<file path="src/rtl/uart_pkg.sv">
// Shared UART definitions: FSM state encodings and default frame parameters,
// common to the transmitter and the receiver.
package uart_pkg;

  typedef enum logic [1:0] {
    IDLE  = 2'd0,
    START = 2'd1,
    DATA  = 2'd2,
    STOP  = 2'd3
  } uartState_t;

  localparam int DEFAULT_OVERSAMPLE = 16;
  localparam int DEFAULT_DATA_BITS  = 8;

endpackage

</file>
<file path="src/rtl/uart_sync2.sv">
// Two-flop synchronizer for a single asynchronous input, with a selectable
// reset value so an idle-high line comes out of reset already idle.
module uart_sync2 #(
  parameter logic RESET_VALUE = 1'b1
) (
  input  logic clk,
  input  logic rst,
  input  logic d,
  output logic q
);

  logic meta;

  always_ff @(posedge clk or negedge rst) begin
    if (!rst) begin
      meta <= RESET_VALUE;
      q    <= RESET_VALUE;
    end else begin
      meta <= d;
      q    <= meta;
    end
  end

endmodule

</file>
<file path="src/rtl/uart_receiver.sv">
// 8N1 UART receiver: recovers frames from rx using a shared oversampling
// enable, presents good bytes with RxDone and flags bad stop bits on frameErr.
module uart_receiver
  import uart_pkg::*;
#(
  parameter int DATA_BITS  = DEFAULT_DATA_BITS,
  parameter int OVERSAMPLE = DEFAULT_OVERSAMPLE
) (
  input  logic                 clk,
  input  logic                 rst,
  input  logic                 boudTick,
  input  logic                 rx,
  output logic [DATA_BITS-1:0] dataOut,
  output logic                 RxDone,
  output logic                 frameErr,
  output logic                 RxBusy
);

  localparam int TW = $clog2(OVERSAMPLE);
  localparam int CW = (DATA_BITS > 1) ? $clog2(DATA_BITS) : 1;
  localparam logic [TW-1:0] TICK_MID   = TW'(OVERSAMPLE / 2 - 1);
  localparam logic [TW-1:0] TICK_LAST  = TW'(OVERSAMPLE - 1);
  localparam logic [CW-1:0] COUNT_LAST = CW'(DATA_BITS - 1);

  logic                 rxS;
  uartState_t           state, stateNext;
  logic [TW-1:0]        tick, tickNext;
  logic [CW-1:0]        count, countNext;
  logic [DATA_BITS-1:0] shift, shiftNext;
  logic [DATA_BITS-1:0] dataNext;
  logic                 doneNext, errNext;

  uart_sync2 #(.RESET_VALUE(1'b1)) rxSync (
    .clk (clk),
    .rst (rst),
    .d   (rx),
    .q   (rxS)
  );

  always_ff @(posedge clk or negedge rst) begin
    if (!rst) begin
      state    <= IDLE;
      tick     <= '0;
      count    <= '0;
      shift    <= '0;
      dataOut  <= '0;
      RxDone   <= 1'b0;
      frameErr <= 1'b0;
    end else begin
      state    <= stateNext;
      tick     <= tickNext;
      count    <= countNext;
      shift    <= shiftNext;
      dataOut  <= dataNext;
      RxDone   <= doneNext;
      frameErr <= errNext;
    end
  end

  // Start bit is confirmed at mid-bit; every later sample lands one full bit
  // period on, so the stop bit is taken at its midpoint and the FSM is back in
  // IDLE half a bit early, ready for a gapless next frame.
  always_comb begin
    stateNext = state;
    tickNext  = tick;
    countNext = count;
    shiftNext = shift;
    dataNext  = dataOut;
    doneNext  = 1'b0;
    errNext   = 1'b0;
    case (state)
      IDLE: begin
        if (!rxS) begin
          stateNext = START;
          tickNext  = '0;
        end
      end
      START: begin
        if (boudTick) begin
          tickNext = tick + 1'b1;
          if (tick == TICK_MID) begin
            if (!rxS) begin
              stateNext = DATA;
              tickNext  = '0;
              countNext = '0;
            end else begin
              stateNext = IDLE;
            end
          end
        end
      end
      DATA: begin
        if (boudTick) begin
          tickNext = tick + 1'b1;
          if (tick == TICK_LAST) begin
            shiftNext = {rxS, shift[DATA_BITS-1:1]};
            tickNext  = '0;
            if (count == COUNT_LAST) begin
              stateNext = STOP;
            end else begin
              countNext = count + 1'b1;
            end
          end
        end
      end
      STOP: begin
        if (boudTick) begin
          tickNext = tick + 1'b1;
          if (tick == TICK_LAST) begin
            stateNext = IDLE;
            if (rxS) begin
              dataNext = shift;
              doneNext = 1'b1;
            end else begin
              errNext = 1'b1;
            end
          end
        end
      end
      default: stateNext = IDLE;
    endcase
  end

  assign RxBusy = (state != IDLE);

endmodule

</file>
<file path="config.mk">
export PLATFORM = sky130hd
export DESIGN_NAME = uart_receiver
export DESIGN_NICKNAME = d
export VERILOG_FILES = /design/src/rtl/uart_pkg.sv /design/src/rtl/uart_sync2.sv /design/src/rtl/uart_receiver.sv
export SDC_FILE = /design/constraint.sdc
export NUM_CORES = 1
export LEC_CHECK = 0
export BUFFER_PORTS_ARGS = -buffer_cell sky130_fd_sc_hd__buf_2
export CORE_ASPECT_RATIO = 1.1
export CORE_MARGIN = 1.5
export CORE_UTILIZATION = 40
export DETAILED_ROUTE_END_ITERATION = 16
export HOLD_SLACK_MARGIN = 0.15
export PLACE_DENSITY = 0.61
export SLEW_MARGIN = 10
export SYNTH_ARGS = -nofsm -noshare
export SYNTH_HDL_FRONTEND = slang
export SYNTH_SLANG_ARGS = --single-unit
</file>
<file path="constraint.sdc">
create_clock -name clk -period 1.5 [get_ports clk]
set_input_delay 0.15 -clock clk [delete_from_list [all_inputs] [get_ports clk]]
set_output_delay 0.15 -clock clk [all_outputs]
set_load 0.05 [all_outputs]
</file>
==> results of run 1 <==
## kinds of logic (layout without fill, tap and decap cells)
family	count (synthesis)	in the layout	share of synthesized area, %
flip-flops	29	29	56.6
AND/OR/NAND/NOR	24	24	12.7
multiplexers	18	18	16.3
AO/OA/AOI/OAI	15	15	8.76
buffers and inverters	5	41	2.63
adder cells (fa/ha/maj)	3	3	2.92
## flip-flops by register name, indices dropped and copies added (netlist names), named ones only
register and flops:
RxDone 1, frameErr 1, rxSync.meta 1, rxSync.q 1, dataOut 8, tick 4
shift 8, state 1, count 3
## metrics by stage
step                      utilization (%)  instance area [um^2]  setup slack, ns  total power (uW)
after floorplan                         -                  1300          -0.0616              1220
after global placement               48.2                  1470          -0.0997              1360
after detailed placement             48.2                  1470           -0.127              1380
after CTS                            54.3                  1660          -0.0560              2070
after global routing                 56.0                  1710           -0.109              2260
final                                56.0                  1710          -0.0600              2140
## report_power, final
group | switching [uW] | leakage, uW | internal, uW
Clock | 271 | 0.0000455 | 398
Sequential | 80.7 | 0.000380 | 851
Combinational | 251 | 0.000433 | 287
## repair_timing
| action | CTS | global route |
|---|---|---|
| pin swaps | 3 | 2 |
| resized for setup | 13 | 6 |
| buffers inserted | 3 | 1 |
| endpoints found under the hold margin | 28 | 0 |
| hold buffers | 2 | 0 |
| endpoints found under the setup margin | 18 | 23 |
## cell type report
type                            instances  area [um^2]
Fill cell                             252         1340
Timing Repair Buffer                   31          241
Clock buffer                            7         55.1
Tap cell                               34         42.5
Inverter                                2         7.51
Sequential cell                        29          731
Clock inverter                          1         30.0
Multi-Input combinational cell         60          598
## metal layers
metal / global-route usage (%) / up-vias / wire length (um)
li1: - / 415 / -
met1: 17.8 / 419 / 1030
met2: 24.9 / 14 / 1210
met3: 6.63 / 8 / 63
met4: 6.98 / 0 / 80
met5: 0 / - / 0
## Yosys cell counts, types with 2 or more instances
cell,number
mux2_4,2
inv_1,2
a22o_2,2
nand2_1,4
nand3_1,4
nor3_1,3
ha_1,3
dfrtp_1,27
nor2_1,2
mux2_2,16
dfstp_2,2
a21oi_1,3
o21ai_0,4
## worst max-delay path by stage
| stage | from | end | slack [ns] | cells past startpoint |
|---|---|---|---|---|
| 6_report | tick[1]$_DFFE_PN0P_ | shift[7]$_DFFE_PN0P_ | -0.06 | 6 |
| 2_1_floorplan | tick[1]$_DFFE_PN0P_ | shift[0]$_DFFE_PN0P_ | -0.06 | 5 |
| 3_5_place_dp | tick[1]$_DFFE_PN0P_ | shift[4]$_DFFE_PN0P_ | -0.13 | 5 |
| 4_1_cts | tick[0]$_DFFE_PN0P_ | shift[7]$_DFFE_PN0P_ | -0.06 | 6 |
| 5_1_grt | tick[1]$_DFFE_PN0P_ | count[0]$_DFFE_PN0P_ | -0.11 | 6 |
| 3_3_place_gp | tick[1]$_DFFE_PN0P_ | shift[4]$_DFFE_PN0P_ | -0.1 | 5 |
## worst register-to-register path: cells and delay by family (launching register included)
kind / cells / cell delay (ns)
simple gates: 3 / 0.45
flops: 1 / 0.40
mux: 1 / 0.31
fa+ha+maj: 1 / 0.15
buf+inv: 1 / 0.14
==> flow_summary.rst, run 1 <==
.. list-table::
   :header-rows: 1

   * - Metric
     - Value
   * - Run status
     - complete, but fails checks
   * - Violations in the final reports
     - negative setup slack
   * - Clock latency reported for the late side of the worst-skew pair
     - 0.33 ns
   * - GRT Overall Usage
     - 15.5%
   * - Hold Vio Cnt, Final
     - 0
   * - Post-layout min period
     - 1.56 ns
   * - # H-tree levels
     - 2
   * - Crit Reg-Reg Endpoint
     - shift[7]$_DFFE_PN0P_
   * - Sequential fraction of the synthesis area
     - 56.6%
   * - Final critical-path setup slack
     - -0.0600 ns
   * - Root Buffer
     - clkbuf_4
   * - Period Utilization, post-route
     - 104%
   * - Area share of the largest cell type after synthesis
     - 52.5%
   * - Count of non-filler cells in the finished layout
     - 164
   * - Max transition margin
     - 58.7%
   * - Average detailed-routed wire length per instance
     - 14.5 um
   * - Kind of cell adding the most delay to the critical path
     - simple AND/OR/NAND/NOR gates
   * - Number of buffers on the longest clock path
     - 2
   * - Mean area per synthesized cell
     - 13.7 um^2
   * - Layout net count
     - 136
   * - Launch point of the worst hold path
     - boudTick
   * - End point of the worst hold path
     - tick[2]$_DFFE_PN0P_
   * - DRT iter0 DRCs
     - 16
   * - Achievable Freq
     - 0.641 GHz
   * - Number of antenna cells inserted
     - 0
   * - Commonest cells after routing, fill and taps aside
     - dfrtp_1 (25), buf_2 (13), buf_4 (11)
   * - Endpoint class of the critical path
     - flop
   * - Worst reg2reg path depth
     - 6
   * - Synth Register Bits
     - 29
   * - Synth Instances
     - 94
   * - Delay of the slowest cell on the worst path
     - 0.40 ns
   * - Final weighted congestion in routability-driven placement
     - 0.855
   * - Final setup violation count
     - 11
   * - Skew final
     - 0.00279 ns
   * - Core box area
     - 3050 um^2
   * - Fraction of final layout cells with drive strength greater than 1
     - 55.4%
   * - Largest area contributor in the netlist
     - dfrtp_1
   * - Number of buffers inserted by port buffering
     - 14
   * - Global-route wire length before repair
     - 4210 um
   * - Layout-stage area growth over the synthesis result
     - 32.6%
   * - Worst reg2reg path startpoint
     - tick[1]$_DFFE_PN0P_
   * - TritonCTS clock tree
     - done
   * - Arrival @ worst endpoint
     - 1.78 ns
   * - Slowest cell on the critical path
     - dfrtp_1
   * - WP data required
     - 1.72 ns
   * - Reported leakage power
     - 0.000858 uW
   * - Residual DRC count
     - 0
   * - Area of the mapped netlist
     - 1290 um^2
   * - Count of nets left with antenna violations after detail routing
     - 0
   * - Distinct cell type count of the synthesized netlist
     - 33
   * - Leading register cell type out of synthesis
     - dfrtp_1
   * - Final HPWL DP
     - 1530 um
   * - Slew at the pin closest to its max-slew limit
     - 0.619 ns
   * - Largest driver fanout on the critical path
     - 8
   * - Worst Hold Margin
     - 0.274 ns
   * - Number of vias per cell
     - 5.22
   * - Overall die area
     - 3570 um^2
   * - Clock transition at the registers of the reported paths
     - 0.09 ns
   * - Detailed-route via count
     - 856
   * - Largest net degree at the start of global routing
     - 30
   * - 1st-pass router iterations
     - 4
   * - Pwr per Cell Area
     - 1250 nW/um^2
   * - Cell-by-cell listing of the critical path
     - ha_4 > and4_4 > nand2_4 > nor2_4 > buf_12 > mux2_4
   * - Type of the tightest min-delay check
     - in2reg
   * - Warnings from Yosys
     - 0
   * - Floorplan die width
     - 57.1 um
   * - IO Pins
     - 15
   * - Number of core rows
     - 21
   * - Category of the critical setup timing path
     - reg2reg
   * - Number of sinks handled by clock tree synthesis
     - 29
   * - Setup repair after global routing missed its margin
     - true
   * - Vias in the first global route
     - 931
   * - Critical Path Start Type
     - flop
   * - Number of antenna violations at the first check in global routing
     - 0
   * - Post-Place Cells
     - 150
   * - Number of stages on the worst hold path
     - 4
   * - Post-Route Setup TNS
     - -0.566 ns
   * - Number of flops mapped to enable cells by yosys
     - 0
   * - Buffers & Inverters on Critical Path
     - 1
   * - Chip height
     - 62.5 um
   * - Final Routed Wirelength
     - 2380 um
   * - Total CTS buffers
     - 5
   * - Initial Utilization
     - 42.2%
   * - Number of maximum-capacitance violations
     - 0
   * - Maximum resistive drop on vdd
     - 0.000738 V
   * - Max Transition Viols Final
     - 0
   * - Largest cells by area after synthesis
     - dfrtp_1 (53%), mux2_2 (14%), dfstp_2 (4.1%), ha_1 (2.9%), mux2_4 (2.3%)
   * - Setup slack of the worst register-to-register path
     - -0.06 ns
   * - Gr ovfl total
     - 0
   * - Syn Nets
     - 101
   * - Fraction of registers with async set/reset
     - 100%
   * - Most common cell after layout, fill and taps aside
     - dfrtp_1
No activity file was read; power rests on OpenSTA's default activity.
==> run 2: changes to the inputs <==
BUFFER_PORTS_ARGS = -buffer_cell sky130_fd_sc_hd__buf_4   (was -buffer_cell sky130_fd_sc_hd__buf_2)
CTS_BUF_LIST = sky130_fd_sc_hd__clkbuf_4   (was unset)
==> flow_summary.rst, run 2 (synthesis gave the netlist of run 1 again) <==
.. list-table::
   :header-rows: 1

   * - Metric
     - Value
   * - Layout net count
     - 141 (+3.7%)
   * - 1st-pass router iterations
     - 4 (unchanged)
   * - Post-Place Cells
     - 147 (-2.0%)
   * - Core box area
     - 3050 um^2 (unchanged)
   * - Critical Path Start Type
     - flop
   * - Number of buffers inserted by port buffering
     - 14 (unchanged)
   * - Switching share of power
     - 28.4% (+0.24 points)
   * - Chip height
     - 62.5 um (unchanged)
   * - Clock latency reported for the late side of the worst-skew pair
     - 0.33 ns (about the same)
   * - Largest driver fanout on the critical path
     - 6 (-2)
   * - Final HPWL DP
     - 1510 um (-1.2%)
   * - Average detailed-routed wire length per instance
     - 14.3 um (-1.5%)
   * - Largest registers
     - dataOut x8, shift x8, tick x4
   * - Internal power
     - 1470 uW (-4.4%)
   * - Post-layout min period
     - 1.58 ns (+0.0221 ns)
   * - Power after layout
     - 2050 uW (-4.1%)
   * - Endpoint class of the critical path
     - flop
   * - Max transition margin
     - 75.9% (+17 points)
   * - Slew at the pin closest to its max-slew limit
     - 0.362 ns (-0.257 ns)
   * - # H-tree levels
     - 2 (unchanged)
   * - Global-route wire length before repair
     - 4110 um (-2.5%)
   * - Proportion of power drawn by combinational gates
     - 23.5% (-1.6 points)
   * - Net switching component of the power
     - 582 uW (-3.3%)
   * - Commonest cells after routing, fill and taps aside
     - buf_4 (30), dfrtp_1 (26), mux2_4 (10)
   * - Category of the critical setup timing path
     - reg2reg
   * - Gr ovfl total
     - 0 (unchanged)
   * - Area of placed instances
     - 1480 um^2 (+0.85%)
   * - Worst reg2reg path startpoint
     - tick[0]$_DFFE_PN0P_
   * - Number of sinks handled by clock tree synthesis
     - 29 (unchanged)
   * - Number of buffers on the longest clock path
     - 2 (unchanged)
   * - Hold Vio Cnt, Final
     - 0 (unchanged)
   * - Number of antenna cells inserted
     - 0 (unchanged)
   * - Final weighted congestion in routability-driven placement
     - 0.849 (-0.70%)
   * - Final setup violation count
     - 11 (unchanged)
   * - Crit Reg-Reg Endpoint
     - shift[4]$_DFFE_PN0P_
   * - Pwr per Cell Area
     - 1180 nW/um^2 (-5.5%)
   * - Reported leakage power
     - 0.000867 uW (+1.0%)
   * - Arrival @ worst endpoint
     - 1.81 ns (+0.03 ns)
   * - Run status
     - complete, but fails checks
   * - Layout-stage area growth over the synthesis result
     - 34.5%
   * - Violations in the final reports
     - negative setup slack
   * - Final Routed Wirelength
     - 2420 um (+1.5%)
   * - Number of maximum-capacitance violations
     - 0 (unchanged)
   * - Root Buffer
     - clkbuf_4
   * - TritonCTS clock tree
     - done
   * - Type of the tightest min-delay check
     - in2reg
   * - Setup repair after global routing missed its margin
     - true
   * - Number of antenna violations at the first check in global routing
     - 0 (unchanged)
   * - Fraction of final layout cells with drive strength greater than 1
     - 54.8% (-0.57 points)
   * - WP data required
     - 1.72 ns (about the same)
   * - Setup slack of the worst register-to-register path
     - -0.08 ns (-0.02 ns)
   * - Floorplan die width
     - 57.1 um (unchanged)
   * - Count of nets left with antenna violations after detail routing
     - 0 (unchanged)
   * - GRT Overall Usage
     - 15.4% (-0.096 points)
   * - Count of non-filler cells in the finished layout
     - 169 (+3.0%)
   * - IO Pins
     - 15 (unchanged)
   * - Overall die area
     - 3570 um^2 (unchanged)
   * - Post-Route Setup TNS
     - -0.752 ns (-0.186 ns)
   * - Timing endpoint of the critical path
     - shift[4]$_DFFE_PN0P_
   * - Period Utilization, post-route
     - 105% (+1.5 points)
   * - Residual DRC count
     - 0 (unchanged)
   * - Part of the total power dissipated in the clock network
     - 31.1% (-0.2 points)
   * - DRT iter0 DRCs
     - 13 (-3)
   * - Share of power burned in registers
     - 45.4% (+1.8 points)
   * - Detailed-route via count
     - 891 (+4.1%)
   * - Initial Utilization
     - 42.2% (unchanged)
   * - Worst reg2reg path depth
     - 6 (unchanged)
   * - Final critical-path setup slack
     - -0.0821 ns (-0.0221 ns)
   * - Largest net degree at the start of global routing
     - 30 (unchanged)
   * - Maximum resistive drop on vdd
     - 0.000924 V (+25%)
   * - Total CTS buffers
     - 5 (unchanged)
   * - Achievable Freq
     - 0.632 GHz (-1.4%)
   * - Worst setup path startpoint
     - tick[0]$_DFFE_PN0P_
   * - Number of vias per cell
     - 5.27 (+1.0%)
   * - Skew final
     - 0.0171 ns (+0.0143 ns)
   * - Post-layout instance area
     - 1730 um^2 (+1.5%)
   * - Vias in the first global route
     - 840 (-9.8%)
   * - Clock transition at the registers of the reported paths
     - 0.10 ns (about the same)
   * - Most common cell after layout, fill and taps aside
     - buf_4
   * - Number of core rows
     - 21 (unchanged)
   * - Max Transition Viols Final
     - 0 (unchanged)
[run 2: how the worst min path moves through the flow]
stage	from	end	slack [ns]	cells after the start
after CTS	boudTick	tick[2]$_DFFE_PN0P_	0.16	3
after floorplan	rst	RxDone$_DFF_PN0_	-0.15	0
after global routing	boudTick	tick[2]$_DFFE_PN0P_	0.21	3
after detailed placement	rst	count[0]$_DFFE_PN0P_	0.1	1
after global placement	rst	tick[2]$_DFFE_PN0P_	0.09	1
final	boudTick	tick[2]$_DFFE_PN0P_	0.18	3
[run 2: layer usage]
metal	wire [um]	share of wire, %	GRT usage, %	up-vias
met5	0	0	0	-
met4	61	2.5	9.59	0
met3	74	3.1	4.97	7
met2	1170	48	20.7	18
met1	1110	46	21.3	442
li1	-	-	-	424
[run 2: power by group through the flow]
stage / clock, uW / sequential, uW / combinational (uW)
final: 636 / 931 / 482
after detailed placement: 0 / 942 / 427
after floorplan: 0 / 935 / 283
after global routing: 691 / 939 / 533
after CTS: 650 / 929 / 438
after global placement: 0 / 942 / 416
[run 2: cell type report]
class | count | area [um^2]
tap | 34 | 42.5
clock inverter | 2 | 33.8
multi-input combinational | 60 | 573
inverter | 2 | 7.51
sequential | 29 | 729
fill | 252 | 1320
clock buffer | 6 | 45.0
timing repair buffer | 36 | 299
[run 2: metrics by stage]
| step | hold WS [ns] | worst slack, ns | util, % |
|---|---|---|---|
| after detailed placement | 0.0961 | -0.113 | 48.6 |
| after global placement | 0.0923 | -0.0834 | 48.6 |
| after floorplan | -0.146 | -0.0616 | - |
| after global routing | 0.210 | -0.143 | 56.8 |
| after CTS | 0.161 | -0.0572 | 53.9 |
| final | 0.176 | -0.0821 | 56.8 |
[run 2: repair_timing]
item,CTS,global route
endpoints found under the hold margin,30,0
setup endpoints to repair,20,23
hold buffers,2,0
buffers inserted,4,8
pin swaps,1,3
gates cloned,0,0
gates resized for setup,6,8
[run 2: critical path, cell delays in order, from the launching register on]
cell and delay (ns):
dfrtp_1 0.41, ha_4 0.16, and4_4 0.27, nand2_4 0.07, nor2_4 0.15, buf_12 0.14
mux2_4 0.30
==> run 3: changes to the inputs <==
SETUP_SLACK_MARGIN = 0.4   (was unset)
==> flow_summary.rst, run 3 (synthesis gave the netlist of run 1 again) <==
.. list-table::
   :header-rows: 1

   * - Metric
     - Value
   * - Run status
     - complete, but fails checks
   * - Violations in the final reports
     - negative setup slack
   * - Pwr per Cell Area
     - 1090 nW/um^2 (-7.9%)
   * - Total stage count of the critical path
     - 6 (unchanged)
   * - Overall die area
     - 3570 um^2 (unchanged)
   * - Count of nets left with antenna violations after detail routing
     - 0 (unchanged)
   * - Number of antenna cells inserted
     - 0 (unchanged)
   * - Slowest cell on the critical path
     - dfrtp_1
   * - GRT met1 Usage
     - 19.9% (-1.4 points)
   * - Post-layout min period
     - 1.57 ns (-0.0151 ns)
   * - Commonest cells after routing, fill and taps aside
     - buf_4 (34), dfrtp_1 (25), mux2_4 (11)
   * - TritonCTS clock tree
     - done
   * - Core box area
     - 3050 um^2 (unchanged)
   * - Number of buffers inserted by port buffering
     - 14 (unchanged)
   * - Cell-by-cell listing of the critical path
     - ha_4 > and4_4 > nand2_4 > nor2_4 > buf_6 > mux2_4
   * - Seq. cell area
     - 731 um^2 (+0.17%)
   * - Final setup violation count
     - 12 (+1)
   * - Maximum resistive drop on vdd
     - 0.000605 V (-34%)
   * - Number of sinks handled by clock tree synthesis
     - 29 (unchanged)
   * - Setup repair after global routing missed its margin
     - true
   * - Number of stages on the worst hold path
     - 4 (+1)
   * - Slew at the pin closest to its max-slew limit
     - 0.366 ns (+0.00385 ns)
   * - Category of the critical setup timing path
     - reg2reg
   * - Worst reg2reg path depth
     - 6 (unchanged)
   * - Floorplan die width
     - 57.1 um (unchanged)
   * - DRT iter0 DRCs
     - 8 (-5)
   * - Gr ovfl total
     - 0 (unchanged)
   * - Average detailed-routed wire length per instance
     - 14.8 um (+3.7%)
   * - Layout net count
     - 148 (+5.0%)
   * - Global-route wire length before repair
     - 4260 um (+3.9%)
   * - Critical Path Start Type
     - flop
   * - Reported leakage power
     - 0.000921 uW (+6.2%)
   * - Total CTS buffers
     - 5 (unchanged)
   * - Global routing met3 resource utilization
     - 4.55% (-0.41 points)
   * - Worst reg2reg path startpoint
     - tick[0]$_DFFE_PN0P_
   * - 1st-pass router iterations
     - 2 (-2)
   * - Worst setup path startpoint
     - tick[0]$_DFFE_PN0P_
   * - Fraction of final layout cells with drive strength greater than 1
     - 66.9% (+12 points)
   * - Final Routed Wirelength
     - 2610 um (+8.0%)
   * - WP data required
     - 1.71 ns (about the same)
   * - GRT Overall Usage
     - 15.6% (+0.24 points)
   * - Largest driver fanout on the critical path
     - 5 (-1)
   * - Max Transition Viols Final
     - 0 (unchanged)
   * - Vias in the first global route
     - 915 (+8.9%)
   * - M2 GR Usage
     - 24.6% (+3.9 points)
   * - Area of combinational cells with multiple inputs
     - 683 um^2 (+19%)
   * - Number of vias per cell
     - 5.31 (+0.66%)
   * - Largest net degree at the start of global routing
     - 30 (unchanged)
   * - Buffers & Inverters on Critical Path
     - 1 (unchanged)
   * - Initial Utilization
     - 42.2% (unchanged)
   * - Skew final
     - 0.0120 ns (-0.00514 ns)
   * - Setup slack of the worst register-to-register path
     - -0.07 ns (+0.02 ns)
   * - Chip height
     - 62.5 um (unchanged)
   * - Number of maximum-capacitance violations
     - 0 (unchanged)
   * - Endpoint class of the critical path
     - flop
   * - Timing endpoint of the critical path
     - shift[6]$_DFFE_PN0P_
   * - Post-Place Cells
     - 148 (+0.68%)
   * - IO Pins
     - 15 (unchanged)
   * - Type of the tightest min-delay check
     - in2reg
   * - Delay of the slowest cell on the worst path
     - 0.41 ns (about the same)
   * - Number of buffers on the longest clock path
     - 2 (unchanged)
   * - Root Buffer
     - clkbuf_4
   * - Final HPWL DP
     - 1420 um (-5.9%)
   * - Residual DRC count
     - 0 (unchanged)
   * - Number of inserted filler cells in the final layout
     - 232 (-7.9%)
   * - Period Utilization, post-route
     - 104% (-1.0 points)
   * - Achievable Freq
     - 0.638 GHz (+0.96%)
   * - Final critical-path setup slack
     - -0.0670 ns (+0.0151 ns)
   * - # H-tree levels
     - 2 (unchanged)
   * - Layout-stage area growth over the synthesis result
     - 45.6%
   * - Power after layout
     - 2040 uW (-0.32%)
   * - Most common cell after layout, fill and taps aside
     - buf_4
   * - Hold Vio Cnt, Final
     - 0 (unchanged)
   * - Kind of cell adding the most delay to the critical path
     - simple AND/OR/NAND/NOR gates
   * - Number of antenna violations at the first check in global routing
     - 0 (unchanged)
   * - Final weighted congestion in routability-driven placement
     - 0.834 (-1.8%)
   * - Count of non-filler cells in the finished layout
     - 176 (+4.1%)
   * - Crit Reg-Reg Endpoint
     - shift[6]$_DFFE_PN0P_
   * - Worst Hold Margin
     - 0.246 ns (+0.0700 ns)
   * - Clock transition at the registers of the reported paths
     - 0.09 ns (about the same)
   * - Detailed-route via count
     - 934 (+4.8%)
   * - Number of core rows
     - 21 (unchanged)
   * - Largest registers
     - dataOut x8, shift x8, tick x4
   * - Max transition margin
     - 75.6% (-0.26 points)
   * - Most Crowded Layer GR
     - met2
   * - Arrival @ worst endpoint
     - 1.78 ns (-0.03 ns)
   * - Clock latency reported for the late side of the worst-skew pair
     - 0.33 ns (about the same)
## run 3: changes by cell type in the layout (fill, tap and decap cells not counted), sizes merged
| cell | previous run | this run |
|---|---|---|
| buf | 34 | 39 |
| bufinv | 1 | 0 |
| clkinv | 1 | 2 |
| dlygate4sd3 | 2 | 3 |
| nand4 | 1 | 2 |
## run 3: worst min-delay path by stage
stage	slack [ns]	end	from
3_5_place_dp	0.1	count[0]$_DFFE_PN0P_	rst
2_1_floorplan	-0.15	RxDone$_DFF_PN0_	rst
3_3_place_gp	0.09	tick[2]$_DFFE_PN0P_	rst
5_1_grt	0.26	flop	boudTick
4_1_cts	0.12	tick[2]$_DFFE_PN0P_	boudTick
6_report	0.25	flop	boudTick
## run 3: report_power, final
part           total, uW  internal [uW]  switching [uW]  leakage (uW)
Combinational        654            344             310      0.000505
Sequential           930            851            79.1      0.000380
Clock                459            196             262     0.0000354
Total               2040           1390             652      0.000921
## run 3: per-layer routing
layer	vias up	wire length, um
met5	-	0
met2	16	1310
met3	7	92
li1	447	-
met1	464	1140
met4	0	70
## run 3: timing repair
item,4_1_cts,5_1_grt
buffers inserted,9,7
resized for setup,35,5
pin swaps,16,6
setup endpoints to repair,28,28
hold endpoints to repair,31,1
hold buffers,2,1
gates cloned,0,1
## run 3: per-stage QoR
stage          TNS [ns]  util [%]  instance area, um^2  setup slack, ns
2_1_floorplan    -0.479         -                 1300          -0.0599
3_3_place_gp     -0.603      48.8                 1490          -0.0818
3_5_place_dp     -0.807      48.8                 1490           -0.111
4_1_cts          -0.387      58.0                 1770          -0.0602
5_1_grt           -1.42      61.5                 1870           -0.111
6_report         -0.469      61.5                 1870          -0.0670
## run 3: tightest hold or removal path, delay by kind of cell
| kind | cells | cell delay (ns) |
|---|---|---|
| buf+inv | 1 | 0.15 |
| simple gates | 2 | 0.13 |
| compound gates | 1 | 0.11 |
## run 3: final cells by class
cell class	instances	share of cell area (%)
Sequential cell	29	39.0
Multi-Input combinational cell	61	36.5
Timing Repair Buffer	42	18.9
Clock buffer	6	2.40
Tap cell	34	2.27
Clock inverter	2	0.534
Inverter	2	0.401
